===== config.mk =====
export PLATFORM = sky130hd
export DESIGN_NAME = spi_arbiter
export DESIGN_NICKNAME = d
export VERILOG_FILES = /design/src/rtl/spi_arbiter.sv
export SDC_FILE = /design/constraint.sdc
export NUM_CORES = 1
export LEC_CHECK = 0
export CAP_MARGIN = 10
export CORE_ASPECT_RATIO = 0.7
export CORE_MARGIN = 2
export CORE_UTILIZATION = 41
export CTS_CLUSTER_DIAMETER = 100
export CTS_CLUSTER_SIZE = 10
export DETAILED_ROUTE_END_ITERATION = 10
export PLACE_DENSITY_LB_ADDON = 0.1
export SYNTH_ARGS = -nofsm -noshare
export SYNTH_HDL_FRONTEND = slang
export SYNTH_SLANG_ARGS = --single-unit

===== constraint.sdc =====
create_clock -name clk -period 4.4 [get_ports clk]
set_clock_uncertainty 0.1 [all_clocks]
set_input_delay 1.1 -clock clk [delete_from_list [all_inputs] [get_ports clk]]
set_output_delay 1.1 -clock clk [all_outputs]
set_load 0.05 [all_outputs]

===== src/rtl/spi_arbiter.sv =====
// Round-robin arbiter/sequencer sharing one 32-bit SPI master among NUM_REQ clients.
// Optional RUN-state timeout abort is compiled in with macro SPI_ARB_TIMEOUT_EN.
module spi_arbiter #(
   parameter int NUM_REQ        = 4,
   parameter int GAP_CYCLES     = 2,
   parameter int TIMEOUT_CYCLES = 1024
) (
   input  logic                   clk,
   input  logic                   rst,
   input  logic [NUM_REQ-1:0]     req,
   input  logic [32*NUM_REQ-1:0]  req_data,
   output logic [NUM_REQ-1:0]     gnt,
   output logic [NUM_REQ-1:0]     done,
   output logic [31:0]            rsp_data,
   output logic                   err,
   output logic                   busy,
   output logic                   m_rst_n,
   output logic [31:0]            m_send_data,
   input  logic                   m_complete,
   input  logic [31:0]            m_recv_data
);

   localparam int IDX_W = (NUM_REQ > 1) ? $clog2(NUM_REQ) : 1;

   typedef enum logic [1:0] {S_IDLE, S_LOAD, S_RUN, S_GAP} state_t;

   state_t               state_q, state_d;
   logic [NUM_REQ-1:0]   gnt_q, gnt_d;
   logic [NUM_REQ-1:0]   done_q, done_d;
   logic [31:0]          rsp_q, rsp_d;
   logic [31:0]          send_q, send_d;
   logic                 mrst_q, mrst_d;
   logic [IDX_W-1:0]     ptr_q, ptr_d;
   logic [IDX_W-1:0]     win_q, win_d;
   logic [7:0]           cnt_q, cnt_d;
   logic                 finish;

`ifdef SPI_ARB_TIMEOUT_EN
   localparam int TO_W = $clog2(TIMEOUT_CYCLES + 1);
   localparam logic [TO_W-1:0] TO_MAX = TO_W'(TIMEOUT_CYCLES);
   logic [TO_W-1:0]      to_q, to_d;
   logic                 err_q, err_d;
`endif

   // Candidate order: rot_idx[k] is the client k places after the priority pointer.
   logic [IDX_W-1:0]     rot_idx [NUM_REQ];
   logic [31:0]          slice   [NUM_REQ];
   logic                 pick_valid;
   logic [IDX_W-1:0]     pick_idx;

   for (genvar gi = 0; gi < NUM_REQ; gi++) begin : g_rot
      logic [IDX_W:0] sum;
      assign sum          = {1'b0, ptr_q} + (IDX_W+1)'(gi);
      assign rot_idx[gi]  = (sum >= (IDX_W+1)'(NUM_REQ)) ? IDX_W'(sum - (IDX_W+1)'(NUM_REQ))
                                                          : IDX_W'(sum);
      assign slice[gi]    = req_data[32*gi +: 32];
   end

   always_comb begin
      pick_valid = 1'b0;
      pick_idx   = '0;
      for (int k = NUM_REQ - 1; k >= 0; k--) begin
         if (req[rot_idx[k]]) begin
            pick_valid = 1'b1;
            pick_idx   = rot_idx[k];
         end
      end
   end

   always_comb begin
      state_d = state_q;
      gnt_d   = gnt_q;
      done_d  = '0;
      rsp_d   = rsp_q;
      send_d  = send_q;
      mrst_d  = mrst_q;
      ptr_d   = ptr_q;
      win_d   = win_q;
      cnt_d   = cnt_q;
      finish  = 1'b0;
`ifdef SPI_ARB_TIMEOUT_EN
      to_d    = '0;
      err_d   = 1'b0;
`endif
      case (state_q)
         S_IDLE: begin
            mrst_d = 1'b0;
            if (pick_valid) begin
               state_d = S_LOAD;
               gnt_d   = NUM_REQ'(1) << pick_idx;
               win_d   = pick_idx;
               send_d  = slice[pick_idx];
               cnt_d   = 8'd0;
            end
         end
         S_LOAD: begin
            if (cnt_q == 8'd1) begin
               state_d = S_RUN;
               mrst_d  = 1'b1;
            end else begin
               cnt_d = cnt_q + 8'd1;
            end
         end
         S_RUN: begin
`ifdef SPI_ARB_TIMEOUT_EN
            to_d = (!m_complete && to_q != TO_MAX) ? to_q + TO_W'(1) : to_q;
`endif
            if (m_complete) begin
               finish = 1'b1;
               rsp_d  = m_recv_data;
            end
`ifdef SPI_ARB_TIMEOUT_EN
            else if (to_q == TO_MAX) begin
               finish = 1'b1;
               rsp_d  = 32'hDEAD_BEEF;
               err_d  = 1'b1;
            end
`endif
         end
         S_GAP: begin
            if (cnt_q >= 8'(GAP_CYCLES - 1)) state_d = S_IDLE;
            else                              cnt_d   = cnt_q + 8'd1;
         end
         default: state_d = S_IDLE;
      endcase

      // With a zero gap the done cycle itself is already IDLE, giving a 1-cycle turnaround.
      if (finish) begin
         done_d  = gnt_q;
         gnt_d   = '0;
         mrst_d  = 1'b0;
         cnt_d   = 8'd0;
         ptr_d   = (win_q == IDX_W'(NUM_REQ - 1)) ? '0 : win_q + IDX_W'(1);
         state_d = (GAP_CYCLES == 0) ? S_IDLE : S_GAP;
      end
   end

   always_ff @(posedge clk) begin
      if (rst) begin
         state_q <= S_IDLE;
         gnt_q   <= '0;
         done_q  <= '0;
         rsp_q   <= '0;
         send_q  <= '0;
         mrst_q  <= 1'b0;
         ptr_q   <= '0;
         win_q   <= '0;
         cnt_q   <= '0;
`ifdef SPI_ARB_TIMEOUT_EN
         to_q    <= '0;
         err_q   <= 1'b0;
`endif
      end else begin
         state_q <= state_d;
         gnt_q   <= gnt_d;
         done_q  <= done_d;
         rsp_q   <= rsp_d;
         send_q  <= send_d;
         mrst_q  <= mrst_d;
         ptr_q   <= ptr_d;
         win_q   <= win_d;
         cnt_q   <= cnt_d;
`ifdef SPI_ARB_TIMEOUT_EN
         to_q    <= to_d;
         err_q   <= err_d;
`endif
      end
   end

   assign gnt         = gnt_q;
   assign done        = done_q;
   assign rsp_data    = rsp_q;
   assign m_send_data = send_q;
   assign m_rst_n     = mrst_q;
   assign busy        = (state_q != S_IDLE);
`ifdef SPI_ARB_TIMEOUT_EN
   assign err         = err_q;
`else
   assign err         = 1'b0;
`endif

endmodule


==> key figures <==
Outcome
  • Status: completed

Global routing
  • Met2 usage: 40.5%
  • Initial antenna violation count: 0
  • Routing usage on met1: 28.9%
  • Vias in the first global route: 4033
  • Grt ovf: 0
  • Most used routing layer in global routing: met2
  • Met3 Track Usage GR: 8.98%
  • First-pass GRT wire length: 20.4 mm
  • Pin count of the biggest net entering global routing: 49
  • All-Layer GR Usage: 24.3%

Synthesis
  • Primary FF master, synth: dfxtp_1
  • Compound-gate portion of the synthesized area: 30.4%
  • Syn Area/Cell: 9.84 µm²
  • Sequential element share of the synthesized area: 42.2%
  • Fraction of synthesized area in multiplexers: 8.24%
  • Count leader, synth: dfxtp_1
  • Synth area leaders: dfxtp_1, mux2i_1, a22o_1
  • Cell taking the most area after synthesis: dfxtp_1
  • EDFF count, synth: 0
  • Synth Area in XOR/XNOR: 0%
  • Most frequent cells after synthesis: dfxtp_1, and2_1, a22o_1, mux2i_1, o21bai_1
  • Mapped cell area: 0.00413 mm²
  • Post-synthesis simple-gate area fraction: 12.2%
  • Post-synthesis async set-or-reset flop share: 0%
  • Yosys top cell area share: 42.2%
  • Syn Inst Count: 420
  • Largest family of logic cells by synthesized area: compound AO/OA/AOI/OAI gates
  • Area share of fa/ha/maj cells after synthesis: 1.21%
  • Seq cells post-synth: 87
  • Synth unique cells: 43
  • Synth warnings: 0
  • Syn nets: 591

Flow run
  • Max Cap Violations: 0

Floorplanning
  • Die span in x: 124 µm
  • CORE AREA: 0.00976 mm²
  • Initial Util: 42.3%
  • Placement Rows: 30
  • Chip height: 88.0 µm
  • Die area: 0.0109 mm²
  • # IOs: 242

Timing
  • Worst Tran Pin Value: 1.09 ns
  • Pins Over Slew Limit: 0
  • Final Hold Viols: 0
  • Final setup fails: 0
  • Rel. slew slack: 27.1%
  • Min Tclk post-route: 3.30 ns
  • Fmax: 0.303 GHz
  • Period utilization: 75.0%
  • RSZ-0062 raised after global routing: false
  • Post-route setup slack: 1.10 ns
  • Total negative slack: 0 ns

Final layout
  • Nets@finish: 812
  • Share of layout cells above drive strength 1: 5.73%
  • Area grow syn2layout: 67.7%
  • Antenna diodes: 0
  • Post-route cell area: 0.00693 mm²

Worst hold path
  • Hold crit path type: register to register
  • Hold path start: rsp_data[8]
  • WHS Path Cells: 1
  • WHS Endpoint: rsp_data[8]

Clock network
  • Clock Path Buffers: 2
  • TritonCTS clock tree: done
  • Post-CTS setup buffer count: 0
  • Root buf cell: clkbuf_16
  • Cts repair resizes: 0
  • Cts hold-fix bufs: 0
  • Clock Pin Slew Worst Setup and Hold Paths: 0.07 ns
  • Num Clock Sinks: 87
  • H-tree depth: 3
  • Worst-skew pair later-pin latency: 0.34 ns
  • TritonCTS buffer count: 9

Pwr
  • Tot Pwr: 2.44 mW
  • Worst vdd ir: 0.223 mV
  • Pwr per Cell Area: 353 mW/mm²
  • Leakage power: 2.68 nW

Worst setup path
  • CP max FO: 48
  • Reg-to-reg slack, setup: 1.87 ns
  • FF-to-FF path depth: 6
  • Critical path arrival: 3.40 ns
  • Crit path required time: 4.50 ns
  • Reg2reg start: state_q[0]
  • Worst reg2reg path endpoint: gnt[2]
  • Critical path cell sequence: clkdlybuf4s50_1 > nand2_1 > or2_2 > nand3_4 > buf_12 > a221oi_1 > a211oi_1
  • Startpoint Class: input pin
  • CP delay by family, top: simple AND/OR/NAND/NOR gates
  • CP Capture Type: register
  • Worst path max stage delay: 0.47 ns
  • Crit-path slowest cell: clkdlybuf4s50_1
  • WP buf/inv: 2
  • WS Path Type: input pin to register

Placed design
  • Post-DP Area: 0.00660 mm²
  • IO Port Bufs: 240
  • GP Congestion: 0.877
  • Dpl hpwl: 10.3 mm
  • Pre-CTS WS: 0.803 ns

Detailed routing
  • Drt pass-1 iters: 4
  • Via density: 5.55
  • Iteration-0 DRC count of the detailed router: 207
  • WL final: 14.1 mm
  • DRC Markers: 0
  • WL/cell: 18.2 µm
  • DRT antenna net count: 0
  • Total vias in the final route: 4292
==> cell usage in the layout (no fill, tap or decap), drive strengths merged, types with 3 or more instances in the layout <==
cell type	instances
clkbuf	9
or2	4
or3	6
dfxtp	87
a22o	34
nand3	6
a22oi	3
inv	9
a211oi	32
nor2	13
buf	10
ha	4
and2	37
a221oi	32
a21oi	11
nand2	9
mux2i	34
clkdlybuf4s50	240
o21bai	33
o21ai	9
==> kinds of logic (layout without fill, tap and decap cells) <==
logic type	Yosys count	count (layout)
compound gates	162	162
fa+ha+maj	4	4
buf+inv	46	272
flops	87	87
other cells	1	1
simple gates	86	86
mux	34	34
==> per-layer routing <==
layer	share of wire, %	wire length (µm)	vias up
li1	-	-	2036
met1	40	5670	2041
met2	48	6740	191
met3	9.3	1310	24
met4	2.4	338	0
met5	0	0	-
==> area by class of cell <==
type	instances	area, µm²
clock inverter	7	101
timing repair buffer	250	2490
tap	128	160
multi-input combinational	287	2190
clock buffer	9	225
inverter	6	22.5
fill	730	2830
sequential	87	1740
==> flip-flops by register name (all words and copies together), names as in the netlist <==
name	cells
m_rst_n	1
rsp_data	32
m_send_data	32
cnt_q	8
win_q	2
ptr_q	2
state_q	2
gnt	4
done	4
==> where the power goes <==
group | switching, mW | internal, mW | total (mW)
clock network | 0.342 | 0.504 | 0.846
registers | 0.0355 | 0.844 | 0.880
logic | 0.399 | 0.319 | 0.718
total | 0.776 | 1.67 | 2.44
==> worst max-delay path by stage <==
stage / depth (start not counted) / slack, ns / start / endpoint
2_1_floorplan: 6 / 1.84 / req[2] / m_send_data[23]
3_3_place_gp: 8 / 0.89 / req[2] / gnt[2]
3_5_place_dp: 7 / 0.80 / req[0] / m_send_data[9]
4_1_cts: 2 / 1.13 / state_q[0] / busy
5_1_grt: 7 / 0.95 / req[0] / m_send_data[9]
6_report: 7 / 1.10 / req[0] / m_send_data[9]
==> through the flow <==
step | hold slack, ns | cells | util, %
2_1_floorplan | 0.354 | 420 | -
3_3_place_gp | 0.360 | 758 | 67.6
3_5_place_dp | 0.364 | 758 | 67.6
4_1_cts | 0.382 | 774 | 71.0
5_1_grt | 0.395 | 774 | 71.0
6_report | 0.378 | 774 | 71.0
Power figures use the tool's default switching activity.
